File: config.mk
export PLATFORM = sky130hd
export DESIGN_NAME = jtag_sel_dr_bank_flat
export DESIGN_NICKNAME = d
export VERILOG_FILES = /design/src/rtl/jtag_sel_dr_bank_pkg.sv /design/src/rtl/jtag_sel_dr_bank_if.sv /design/src/rtl/jtag_dr_shift_core.sv /design/src/rtl/jtag_sel_dr_bank.sv /design/src/flat_wrapper.sv
export SDC_FILE = /design/constraint.sdc
export NUM_CORES = 1
export LEC_CHECK = 0
export BUFFER_PORTS_ARGS = -buffer_cell sky130_fd_sc_hd__buf_2
export CAP_MARGIN = 20
export CORE_MARGIN = 5
export CORE_UTILIZATION = 25
export CTS_BUF_LIST = sky130_fd_sc_hd__clkbuf_8
export CTS_CLUSTER_SIZE = 30
export DETAILED_ROUTE_END_ITERATION = 16
export GPL_ROUTABILITY_DRIVEN = 0
export PLACE_DENSITY = 0.5
export SYNTH_ARGS = -nofsm -noshare
export SYNTH_HDL_FRONTEND = slang
export SYNTH_SLANG_ARGS = --single-unit
File: constraint.sdc
create_clock -name clk -period 3.35 [get_ports clk]
set_input_delay 1.005 -clock clk [delete_from_list [all_inputs] [get_ports clk]]
set_output_delay 1.005 -clock clk [all_outputs]
set_load 0.01 [all_outputs]
File: src/rtl/jtag_sel_dr_bank_pkg.sv
// Shared types and helpers for the selectable JTAG data-register bank.
package jtag_sel_dr_bank_pkg;

    typedef enum logic [1:0] {
        IDLE  = 2'd0,
        CAPT  = 2'd1,
        SHIFT = 2'd2
    } dr_state_e;

    // Shift counter must hold 0..W+1 so that an over-shift stays distinguishable from W.
    function automatic int cnt_width(input int w);
        return $clog2(w + 2);
    endfunction

    // Bit offset of register k inside a flattened NUM_REGS*W bus.
    function automatic int slice_off(input int k, input int w);
        return k * w;
    endfunction

endpackage

File: src/rtl/jtag_sel_dr_bank_if.sv
// TAP-side strobes and chip-side data of the DR bank, bundled as one port.
interface jtag_sel_dr_bank_if #(
    parameter int JTAG_REG_WIDTH = 16,
    parameter int NUM_REGS       = 4,
    parameter int SEL_W          = 2
);
    logic                               sel;
    logic [SEL_W-1:0]                   reg_sel;
    logic                               captureDR;
    logic                               shiftDR;
    logic                               updateDR;
    logic                               scanin;
    logic [NUM_REGS*JTAG_REG_WIDTH-1:0] D;
    logic                               scanout;
    logic [NUM_REGS*JTAG_REG_WIDTH-1:0] Q;
    logic [NUM_REGS-1:0]                update_pulse;
    logic                               len_err;

    modport master (
        output sel, reg_sel, captureDR, shiftDR, updateDR, scanin, D,
        input  scanout, Q, update_pulse, len_err
    );

    modport slave (
        input  sel, reg_sel, captureDR, shiftDR, updateDR, scanin, D,
        output scanout, Q, update_pulse, len_err
    );
endinterface

File: src/rtl/jtag_dr_shift_core.sv
// Shared capture/shift register with a saturating shifted-bit counter.
module jtag_dr_shift_core
    import jtag_sel_dr_bank_pkg::*;
#(
    parameter int W  = 16,
    parameter int CW = cnt_width(W)
) (
    input  logic          clk,
    input  logic          reset_,
    input  logic          cap_en,
    input  logic          shift_en,
    input  logic          cnt_en,
    input  logic [W-1:0]  cap_data,
    input  logic          scanin,
    output logic [W-1:0]  sr,
    output logic [CW-1:0] cnt
);

    localparam logic [CW-1:0] CNT_MAX = CW'(W + 1);

    logic [W-1:0] sr_shifted;

    generate
        if (W == 1) begin : g_w1
            assign sr_shifted = scanin;
        end else begin : g_wn
            assign sr_shifted = {scanin, sr[W-1:1]};
        end
    endgenerate

    // Capture loads the register and restarts the count; shift moves LSB-first toward scanout.
    always_ff @(posedge clk) begin
        if (!reset_) begin
            sr  <= '0;
            cnt <= '0;
        end else if (cap_en) begin
            sr  <= cap_data;
            cnt <= '0;
        end else if (shift_en) begin
            sr <= sr_shifted;
            if (cnt_en && cnt != CNT_MAX) cnt <= cnt + 1'b1;
        end
    end

endmodule

File: src/rtl/jtag_sel_dr_bank.sv
// Bank of NUM_REGS JTAG update registers sharing one capture/shift register.
module jtag_sel_dr_bank
    import jtag_sel_dr_bank_pkg::*;
#(
    parameter int                      JTAG_REG_WIDTH = 16,
    parameter int                      NUM_REGS       = 4,
    parameter int                      SEL_W          = 2,
    parameter logic [JTAG_REG_WIDTH-1:0] RESET_VALUE  = '0
) (
    input  logic                clk,
    input  logic                reset_,
    jtag_sel_dr_bank_if.slave   bus
);

    localparam int W  = JTAG_REG_WIDTH;
    localparam int CW = cnt_width(W);
    localparam logic [CW-1:0] CNT_FULL = CW'(W);

    dr_state_e                     state_q, state_d;
    logic [SEL_W-1:0]              idx;
    logic [NUM_REGS-1:0][W-1:0]    q_r;
    logic [NUM_REGS-1:0]           pulse_r;
    logic [NUM_REGS-1:0]           pulse_d;
    logic                          len_err_r;
    logic [W-1:0]                  sr;
    logic [CW-1:0]                 cnt;
    logic [W-1:0]                  cap_data;
    logic                          cap, shf, upd, cnt_en, idx_ok, commit, reject;

    // Strobe priority: capture over shift over update, all gated by sel.
    assign cap    = bus.sel & bus.captureDR;
    assign shf    = bus.sel & bus.shiftDR & ~bus.captureDR;
    assign upd    = bus.sel & bus.updateDR & ~bus.captureDR & ~bus.shiftDR;
    assign cnt_en = shf & (state_q != IDLE);
    assign idx_ok = int'(idx) < NUM_REGS;
    assign commit = upd & (state_q != IDLE) & (cnt == CNT_FULL) & idx_ok;
    // Out-of-range indices are dropped quietly; everything else that fails to commit is a length error.
    assign reject = upd & ~commit & idx_ok;

    // Select the capture slice; unpopulated indices capture zeros.
    always_comb begin
        cap_data = '0;
        for (int k = 0; k < NUM_REGS; k++) begin
            if (int'(bus.reg_sel) == k) cap_data = bus.D[slice_off(k, W) +: W];
        end
    end

    // One-hot strobe for the register being committed.
    always_comb begin
        pulse_d = '0;
        for (int k = 0; k < NUM_REGS; k++) begin
            if (commit && int'(idx) == k) pulse_d[k] = 1'b1;
        end
    end

    jtag_dr_shift_core #(.W(W), .CW(CW)) u_core (
        .clk      (clk),
        .reset_   (reset_),
        .cap_en   (cap),
        .shift_en (shf),
        .cnt_en   (cnt_en),
        .cap_data (cap_data),
        .scanin   (bus.scanin),
        .sr       (sr),
        .cnt      (cnt)
    );

    // FSM state register.
    always_ff @(posedge clk) begin
        if (!reset_) state_q <= IDLE;
        else         state_q <= state_d;
    end

    // FSM next state: capture arms, shift in an armed state advances, update always disarms.
    always_comb begin
        state_d = state_q;
        if (cap)                          state_d = CAPT;
        else if (shf && state_q != IDLE)  state_d = SHIFT;
        else if (upd)                     state_d = IDLE;
    end

    // Index latch, update registers, commit strobe and sticky length-error flag.
    always_ff @(posedge clk) begin
        if (!reset_) begin
            idx       <= '0;
            q_r       <= {NUM_REGS{RESET_VALUE}};
            pulse_r   <= '0;
            len_err_r <= 1'b0;
        end else begin
            pulse_r <= pulse_d;
            if (cap) begin
                idx       <= bus.reg_sel;
                len_err_r <= 1'b0;
            end
            if (commit) q_r[idx] <= sr;
            if (reject) len_err_r <= 1'b1;
        end
    end

    assign bus.scanout      = bus.sel & sr[0];
    assign bus.Q            = q_r;
    assign bus.update_pulse = pulse_r;
    assign bus.len_err      = len_err_r;

endmodule

File: src/flat_wrapper.sv
// flat-port wrapper written by rule: the top's interface ports become plain ports
module jtag_sel_dr_bank_flat import jtag_sel_dr_bank_pkg::*;
#(
    parameter int                      JTAG_REG_WIDTH = 16,
    parameter int                      NUM_REGS       = 4,
    parameter int                      SEL_W          = 2,
    parameter logic [JTAG_REG_WIDTH-1:0] RESET_VALUE  = '0
)
  (clk, reset_, bus_sel, bus_reg_sel, bus_captureDR, bus_shiftDR, bus_updateDR, bus_scanin, bus_D, bus_scanout, bus_Q, bus_update_pulse, bus_len_err);
  jtag_sel_dr_bank_if #(.JTAG_REG_WIDTH(JTAG_REG_WIDTH), .NUM_REGS(NUM_REGS), .SEL_W(SEL_W)) bus_i ();
  input  logic clk;
  input  logic reset_;
  input wire logic [$bits(bus_i.sel)-1:0] bus_sel;
  input wire logic [$bits(bus_i.reg_sel)-1:0] bus_reg_sel;
  input wire logic [$bits(bus_i.captureDR)-1:0] bus_captureDR;
  input wire logic [$bits(bus_i.shiftDR)-1:0] bus_shiftDR;
  input wire logic [$bits(bus_i.updateDR)-1:0] bus_updateDR;
  input wire logic [$bits(bus_i.scanin)-1:0] bus_scanin;
  input wire logic [$bits(bus_i.D)-1:0] bus_D;
  output wire logic [$bits(bus_i.scanout)-1:0] bus_scanout;
  output wire logic [$bits(bus_i.Q)-1:0] bus_Q;
  output wire logic [$bits(bus_i.update_pulse)-1:0] bus_update_pulse;
  output wire logic [$bits(bus_i.len_err)-1:0] bus_len_err;
  assign bus_i.sel = bus_sel;
  assign bus_i.reg_sel = bus_reg_sel;
  assign bus_i.captureDR = bus_captureDR;
  assign bus_i.shiftDR = bus_shiftDR;
  assign bus_i.updateDR = bus_updateDR;
  assign bus_i.scanin = bus_scanin;
  assign bus_i.D = bus_D;
  assign bus_scanout = bus_i.scanout;
  assign bus_Q = bus_i.Q;
  assign bus_update_pulse = bus_i.update_pulse;
  assign bus_len_err = bus_i.len_err;
  jtag_sel_dr_bank #(.JTAG_REG_WIDTH(JTAG_REG_WIDTH), .NUM_REGS(NUM_REGS), .SEL_W(SEL_W), .RESET_VALUE(RESET_VALUE)) u_core (.clk(clk), .reset_(reset_), .bus(bus_i));
endmodule
==> flow_summary.toml, run 1 <==
[clocking]
worst_skew_pair.late_latency_ns = 0.37
post_cts_buffers = 0
cts-htree-levels = 3
numCtsBuffers = 9
numClockSinks = 94
cts_resized = 0
ctsHoldBuffers = 0
cts.clk_slew.worst_paths_ns = 0.08
cts_tree = "built"
cts-root-buf = "clkbuf_8"
clk_path_buf_depth = 2

[run_status]
outcome = "complete, no violations"

[timing]
fmax_mhz = 407.4
hold_violations = 0
timing.setup.tns_ns = 0
worstMarginPinSlew_ns = 0.7567
worst_slack_ns = 0.8957
period_needed_ns = 2.454
final.setup_skew_ns = 0.01236
timing.final.crit_share_pct = 73.26
rsz0062_at_grt = "no"
maxSlewHeadroom_pct = 49.02
slew_violations = 0
setup_viol_count_final = 0

[power]
leakage_nw = 2.583
ir_drop_uv = 151.6
p_per_area_nw_per_um2 = 396.9
report.power.total_mw = 2.032

[min_path]
hold_end = "u_core.bus.Q[37]$_SDFFE_PN0P_"
worstHoldPathCells = 2
worstHoldStart = "u_core.bus.Q[37]$_SDFFE_PN0P_"
hold_class = "flop to flop"

[setup_path]
crit_top_cell = "buf_2"
crit_family = "buffers and inverters"
cp_cell_sequence = "buf_2 > and2_1 > buf_2"
slowest_delay_ns = 0.16
worstPathArrival_ns = 1.45
r2r-start = "u_core.u_core.cnt[0]$_SDFFE_PP0P_"
cp_num_buf_inv = 2
reg2reg_to = "u_core.bus.Q[23]$_SDFFE_PN0P_"
endpoint_kind = "output pin"
start_kind = "primary input"
crit_path_max_fanout = 11
crit_slowest_cell = "and2_1"
cp.required_ns = 2.34
crit_type = "primary input to output pin"
rr_worst_depth = 6
reg2reg_slack_ns = 1.67

[finish]
mostFrequentLayoutCells = "141 x buf_2, 94 x dfxtp_1, 93 x nand2_1, 67 x mux2i_1, 25 x nor2_1"
n_antenna_cell = 0
layout_commonest_cell = "buf_2"
drive_gt1_share_pct = 34.97
area_growth_pct = 26.34
final-instance-count-excl-fill = 745
fin_area_um2 = 5120
final_nets = 600

[placement]
place_area_um2 = 4942
port_buffers = 142
place_ws_ns = 0.7622
hpwl_um = 9058
dp_cells = 729

[global_route]
track_usage_pct = 12.64
grt_pass1_vias = 3516
overflow = 0
grt_max_degree = 42
grt_pass1_wl_um = 18290
antenna_found_initial = 0

[drt]
wl_per_cell_um = 15.70
drt_first_iter_violations = 126
dr_total_vias = 3333
ant_nets = 0
dr.pass1.iters = 4
wirelength_um = 11700
routed_via_density = 4.474
drc = 0

[die]
io_pins = 143
dieWidth_um = 137.3
start_util_pct = 25.51
die-area_um2 = 18860
num_rows = 46
die_h_um = 137.3
coreArea_um2 = 15890

[synth]
ys_seq_elements = 94
syn_area_per_cell_um2 = 10.36
yosysSeqAreaShare_pct = 46.43
ys_types = 33
synth_area_um2 = 4053
ys_warn_count = 0
syn_inst = 391
synth_fp_nets = 467

[job]
maxCapViolations = 0
[power by group]
group          leakage, nW  total (mW)  switching [mW]  internal [mW]
Clock                0.102       0.700           0.395          0.304
Sequential           0.760        1.15          0.0198           1.13
Combinational         1.72       0.179          0.0916         0.0872
Total                 2.58        2.03           0.507           1.53
[cells by family (layout without fill, tap and decap cells)]
logic type / after synthesis / in the layout / share of synthesized area [%]
fa+ha+maj: 3 / 3 / 0.9263
simple gates: 147 / 147 / 16.76
mux: 83 / 83 / 25.44
flops: 94 / 94 / 46.43
buf+inv: 29 / 167 / 3.797
compound gates: 35 / 35 / 6.638
[flip-flops by register name, summed over array words and instances, names as in the netlist]
name	count
u_core.bus.update_pulse	4
u_core.idx	2
u_core.u_core.sr	16
u_core.bus.Q	64
u_core.u_core.cnt	5
u_core.state_q	2
u_core.bus.len_err	1
[cells in the mapped netlist]
| cell | number | area [µm²] |
|---|---|---|
| o221ai_1 | 11 | 96.34 |
| ha_1 | 3 | 37.54 |
| a211oi_1 | 2 | 15.01 |
| buf_6 | 5 | 56.30 |
| a21boi_0 | 3 | 22.52 |
| nand4_2 | 4 | 50.05 |
| mux2i_1 | 67 | 670.6 |
| o31ai_1 | 2 | 15.01 |
| nand2b_1 | 1 | 6.260 |
| nand4bb_1 | 1 | 11.26 |
| nor3_1 | 1 | 5.000 |
| clkbuf_1 | 18 | 67.56 |
| nor3b_4 | 1 | 18.77 |
| inv_1 | 2 | 7.510 |
| o21ai_0 | 4 | 20.02 |
| and3b_1 | 1 | 8.760 |
| nand2_1 | 93 | 349.1 |
| o21a_1 | 3 | 22.52 |
| mux4_2 | 16 | 360.4 |
| and4bb_2 | 1 | 12.51 |
| a222oi_1 | 5 | 50.05 |
| nand3b_1 | 1 | 7.510 |
| nor3b_1 | 1 | 7.510 |
| nor2_1 | 25 | 93.84 |
| dfxtp_1 | 94 | 1882 |
| buf_2 | 3 | 15.01 |
| and2_1 | 4 | 25.02 |
| nor2b_1 | 10 | 62.56 |
| or4_1 | 2 | 15.01 |
| nand4_1 | 1 | 6.260 |
| buf_4 | 1 | 7.510 |
| a22oi_1 | 1 | 7.510 |
| a21oi_1 | 4 | 20.02 |
[metal layers]
layer / global-route usage, % / share of wire, % / vias up
met2: 20.22 / 46 / 115
met1: 16.21 / 47 / 1566
met4: 3.659 / 1.3 / 0
met3: 4.310 / 6.6 / 10
met5: 0 / 0 / -
li1: - / - / 1642
[per-stage QoR]
stage / util, % / hold slack, ns
2_1_floorplan: - / 0.4515
3_3_place_gp: 31.11 / 0.4422
3_5_place_dp: 31.11 / 0.4504
4_1_cts: 32.23 / 0.4636
5_1_grt: 32.23 / 0.4881
6_report: 32.23 / 0.4585
[worst max-delay path by stage]
stage / startpoint / end / cells after the start
after detailed placement: bus_captureDR / u_core.u_core.cnt[4]$_SDFFE_PP0P_ / 4
final: bus_sel / bus_scanout / 3
after floorplan: bus_sel / bus_scanout / 2
after global routing: bus_sel / bus_scanout / 3
after CTS: bus_sel / bus_scanout / 3
after global placement: bus_captureDR / u_core.u_core.cnt[4]$_SDFFE_PP0P_ / 4
[layout make-up]
| cell class | count | area, µm² |
|---|---|---|
| Clock buffer | 11 | 151.4 |
| Clock inverter | 5 | 26.28 |
| Fill cell | 1670 | 10770 |
| Inverter | 2 | 7.507 |
| Multi-Input combinational cell | 268 | 2017 |
| Sequential cell | 94 | 1882 |
| Tap cell | 216 | 270.3 |
| Timing Repair Buffer | 149 | 765.7 |
[worst min-delay path: stages (launching register included)]
cell and delay, ns:
dfxtp_1 0.31, nand2_1 0.05, mux2i_1 0.05
Power figures use the tool's default switching activity.
==> run 2, diff against run 1 <==
==> constraint.sdc (replaced) <==
create_clock -name clk -period 2.4 [get_ports clk]
set_input_delay 0.72 -clock clk [delete_from_list [all_inputs] [get_ports clk]]
set_output_delay 0.72 -clock clk [all_outputs]
set_load 0.01 [all_outputs]
==> flow_summary.toml, run 2 (synthesis results as in run 1) <==
[finish]
layout_commonest_cell = "buf_2"
final_nets = 605
area_growth_pct = 27.85
n_antenna_cell = 0
mostFrequentLayoutCells = "141 x buf_2, 94 x dfxtp_1, 93 x nand2_1, 67 x mux2i_1, 25 x nor2_1"
regArea_um2 = 1882
drive_gt1_share_pct = 35.77
fillers = 1689
multi_input_area_um2 = 2017
largest_reg_flops = 64
fin_area_um2 = 5181

[drt]
ant_nets = 0
routed_via_density = 4.496
dr_total_vias = 3372
drc = 0
dr.pass1.iters = 4
wl_per_cell_um = 15.27
drt_first_iter_violations = 106
wirelength_um = 11450

[timing]
worst_slack_ns = 0.5152
period_needed_ns = 1.885
slew_violations = 0
hold_violations = 0
timing.setup.tns_ns = 0
fmax_mhz = 530.6
timing.final.crit_share_pct = 78.53
rsz0062_at_grt = "no"
worstMarginPinSlew_ns = 0.5012
final.setup_skew_ns = 0.007993
holdWs_ns = 0.4581
setup_viol_count_final = 0
maxSlewHeadroom_pct = 66.38

[global_route]
busiest_layer = "met2"
grt_max_degree = 65
track_usage_pct = 12.58
overflow = 0
grt_util_met3_pct = 4.273
use_met1_pct = 15.83
grt_pass1_vias = 3513
antenna_found_initial = 0
grt_pass1_wl_um = 18340
grtUsageMet2_pct = 20.25

[setup_path]
endpoint_kind = "output pin"
crit_type = "primary input to output pin"
crit_path_max_fanout = 11
start_kind = "primary input"
cp.required_ns = 1.68
worstPathArrival_ns = 1.16

[die]
num_rows = 46
dieWidth_um = 137.3
die-area_um2 = 18860
coreArea_um2 = 15890
io_pins = 143
start_util_pct = 25.51
die_h_um = 137.3

[job]
maxCapViolations = 0

[clocking]
cts_resized = 0
cts-root-buf = "clkbuf_8"
cts_tree = "built"
numClockSinks = 94
numCtsBuffers = 9
cts.clk_slew.worst_paths_ns = 0.08
cts-htree-levels = 3
clk_path_buf_depth = 2
post_cts_buffers = 0
worst_skew_pair.late_latency_ns = 0.38
ctsHoldBuffers = 0

[run_status]
outcome = "complete, no violations"

[power]
ir_drop_uv = 210.6
p_per_area_nw_per_um2 = 562.8
leakage_nw = 2.610

[placement]
port_buffers = 142
hpwl_um = 9047
place_ws_ns = 0.3261
place_area_um2 = 4992

[min_path]
hold_class = "flop to flop"
[run 2: cell count changes in the layout (fill, tap and decap cells not counted)]
cell        previous run  this run
clkinvlp_4             0         1
bufinv_16              0         1
clkinv_2               2         3
clkinv_4               1         0
clkbuf_8              11         9
buf_4                  8        12
inv_1                  4         3
buf_12                 0         1
inv_6                  0         1
[run 2: power breakdown]
part | total (mW) | internal (mW) | switching, mW
clock network | 1.05 | 0.476 | 0.573
registers | 1.61 | 1.58 | 0.0279
logic | 0.257 | 0.130 | 0.127
[run 2: area by class of cell]
type | instances | share of cell area [%]
clock inverter | 7 | 1.256
timing repair buffer | 154 | 15.74
multi-input combinational | 268 | 38.93
sequential | 94 | 36.32
inverter | 2 | 0.1449
tap | 216 | 5.216
clock buffer | 9 | 2.391
[run 2: stage by stage]
step | power [mW] | utilization (%) | instances
2_1_floorplan | 1.793 | - | 391
3_3_place_gp | 1.903 | 31.43 | 734
3_5_place_dp | 1.908 | 31.43 | 734
4_1_cts | 2.971 | 32.62 | 750
5_1_grt | 3.043 | 32.62 | 750
6_report | 2.916 | 32.62 | 750
[run 2: worst paths after layout]
| path | startpoint | to | slack (ns) | depth (start not counted) |
|---|---|---|---|---|
| worst max-delay path | bus_sel | bus_scanout | 0.52 | 3 |
| worst min-delay path | u_core.bus.Q[29]$_SDFFE_PN0P_ | u_core.bus.Q[29]$_SDFFE_PN0P_ | 0.46 | 2 |
| worst max register to register | u_core.u_core.cnt[0]$_SDFFE_PP0P_ | u_core.bus.Q[22]$_SDFFE_PN0P_ | 0.74 | 6 |
| worst min register to register | u_core.bus.Q[29]$_SDFFE_PN0P_ | u_core.bus.Q[29]$_SDFFE_PN0P_ | 0.46 | 2 |
[run 2: layer usage]
metal	part of all wire, %	vias up
met1	46	1598
li1	-	1649
met3	7.6	11
met2	45	114
met5	0	-
met4	1.4	0
[run 2: critical path: stages]
cell and delay, ns:
buf_2 0.15, and2_1 0.16, buf_2 0.13
==> run 3, diff against run 2 <==
--- a/config.mk
+++ b/config.mk
@@ -13,7 +13,7 @@
 export CTS_CLUSTER_SIZE = 30
 export DETAILED_ROUTE_END_ITERATION = 16
 export GPL_ROUTABILITY_DRIVEN = 0
-export PLACE_DENSITY = 0.5
+export PLACE_DENSITY = 0.51
 export SYNTH_ARGS = -nofsm -noshare
 export SYNTH_HDL_FRONTEND = slang
 export SYNTH_SLANG_ARGS = --single-unit
==> constraint.sdc (replaced) <==
create_clock -name clk -period 1.55 [get_ports clk]
set_input_delay 0.465 -clock clk [delete_from_list [all_inputs] [get_ports clk]]
set_output_delay 0.465 -clock clk [all_outputs]
set_load 0.01 [all_outputs]
==> flow_summary.toml, run 3 (synthesis results as in run 1) <==
[global_route]
grt_pass1_wl_um = 18370
antenna_found_initial = 0
grt_max_degree = 55
grt_pass1_vias = 3565
track_usage_pct = 12.63
overflow = 0

[finish]
fin_util_pct = 33.62
largest_reg_flops = 64
fin_area_um2 = 5340
mostFrequentLayoutCells = "141 x buf_2, 93 x nand2_1, 93 x dfxtp_1, 67 x mux2i_1, 25 x nor2_1"
n_antenna_cell = 0
drive_gt1_share_pct = 37.38
final-instance-count-excl-fill = 759
area_growth_pct = 31.77
fillers = 1662
layout_commonest_cell = "buf_2"
final_nets = 615

[placement]
place_area_um2 = 5130
hpwl_um = 9019
place_ws_ns = -0.1811
dp_cells = 744
port_buffers = 142

[clocking]
worst_skew_pair.late_latency_ns = 0.37
cts.clk_slew.worst_paths_ns = 0.09
numCtsBuffers = 9
cts_tree = "built"
cts-root-buf = "clkbuf_8"
post_cts_buffers = 0
ctsHoldBuffers = 0
cts-htree-levels = 3
numClockSinks = 94
clk_path_buf_depth = 2

[timing]
slew_violations = 0
worst_slack_ns = 0.07403
rsz0062_at_grt = "no"
hold_violations = 0
timing.setup.tns_ns = 0
timing.final.crit_share_pct = 95.22
period_needed_ns = 1.476
fmax_mhz = 677.5
final.setup_skew_ns = 0.006586
holdWs_ns = 0.3832
maxSlewHeadroom_pct = 58.31
setup_viol_count_final = 0
worstMarginPinSlew_ns = 0.6187

[setup_path]
slowest_delay_ns = 0.39
cp.required_ns = 1.08
endpoint_kind = "output pin"
worstPathArrival_ns = 1.01
crit_type = "flop to output pin"
crit_slowest_cell = "dfxtp_2"
crit_path_max_fanout = 3
r2r-start = "u_core.u_core.cnt[2]$_SDFFE_PP0P_"
crit_family = "flip-flops"
start_kind = "flop"
rr_worst_depth = 4
reg2reg_to = "u_core.bus.Q[40]$_SDFFE_PN0P_"
cp_cell_sequence = "and2_1 > buf_2"
cp_num_buf_inv = 1
reg2reg_slack_ns = 0.14

[die]
die-area_um2 = 18860
die_h_um = 137.3
num_rows = 46
io_pins = 143
coreArea_um2 = 15890
dieWidth_um = 137.3
start_util_pct = 25.51

[min_path]
worstHoldStart = "bus_scanin"
worstHoldPathCells = 3
hold_class = "primary input to flop"
hold_end = "u_core.u_core.sr[15]$_SDFFE_PN0P_"

[drt]
wirelength_um = 11550
ant_nets = 0
routed_via_density = 4.486
dr.pass1.iters = 6
drt_first_iter_violations = 130
dr_total_vias = 3405
drc = 0
wl_per_cell_um = 15.22

[power]
leakage_nw = 2.696
ir_drop_uv = 313.1
p_per_area_nw_per_um2 = 865.9
report.power.total_mw = 4.624

[run_status]
outcome = "complete, no violations"

[job]
maxCapViolations = 0
## run 3: changes by cell type in the layout (fill, tap and decap cells not counted), sizes merged
cell	delta
buf	+10
inv	-2
clkbuf	+3
clkinv	-2
## run 3: what timing repair did
action / CTS / global route
pin swaps: 0 / 0
gates resized for setup: 1 / 1
endpoints found under the setup margin: 1 / 64
## run 3: how the worst max path moves through the flow
stage,cells past startpoint,endpoint,from
final,2,bus_scanout,u_core.u_core.sr[0]$_SDFFE_PN0P_
after detailed placement,5,u_core.u_core.sr[14]$_SDFFE_PN0P_,bus_reg_sel[0]
after floorplan,6,u_core.bus.Q[10]$_SDFFE_PN0P_,bus_sel
after global placement,5,u_core.u_core.sr[10]$_SDFFE_PN0P_,bus_captureDR
after CTS,2,bus_scanout,u_core.u_core.sr[0]$_SDFFE_PN0P_
after global routing,4,u_core.bus.Q[49]$_SDFFE_PN0P_,u_core.u_core.cnt[4]$_SDFFE_PP0P_
## run 3: report_power, final
part           leakage (nW)  internal (mW)  switching [mW]
clock network         0.104          0.867           0.846
logic                  1.83          0.215           0.202
registers             0.761           2.45          0.0443
## run 3: final cells by class
cell class | count | area, µm² | share of cell area [%]
clock buffers | 12 | 165.2 | 3.093
inverters | 2 | 7.507 | 0.1406
multi-input cells | 268 | 2018 | 37.79
well taps | 216 | 270.3 | 5.061
repair buffers | 164 | 953.4 | 17.85
flip-flops and latches | 94 | 1883 | 35.26
clock inverters | 3 | 42.54 | 0.7966
## run 3: metal layers
| metal | GRT usage (%) | part of all wire (%) | wire length, µm | vias to the layer above |
|---|---|---|---|---|
| li1 | - | - | - | 1671 |
| met1 | 16.36 | 47 | 5379 | 1601 |
| met2 | 20.19 | 45 | 5234 | 123 |
| met3 | 3.506 | 7.0 | 803 | 10 |
| met4 | 4.435 | 1.2 | 133 | 0 |
| met5 | 0 | 0 | 0 | - |
## run 3: worst min-delay path, stage by stage
cell and delay [ns]:
buf_2 0.08, o221ai_1 0.09, nor2_1 0.08
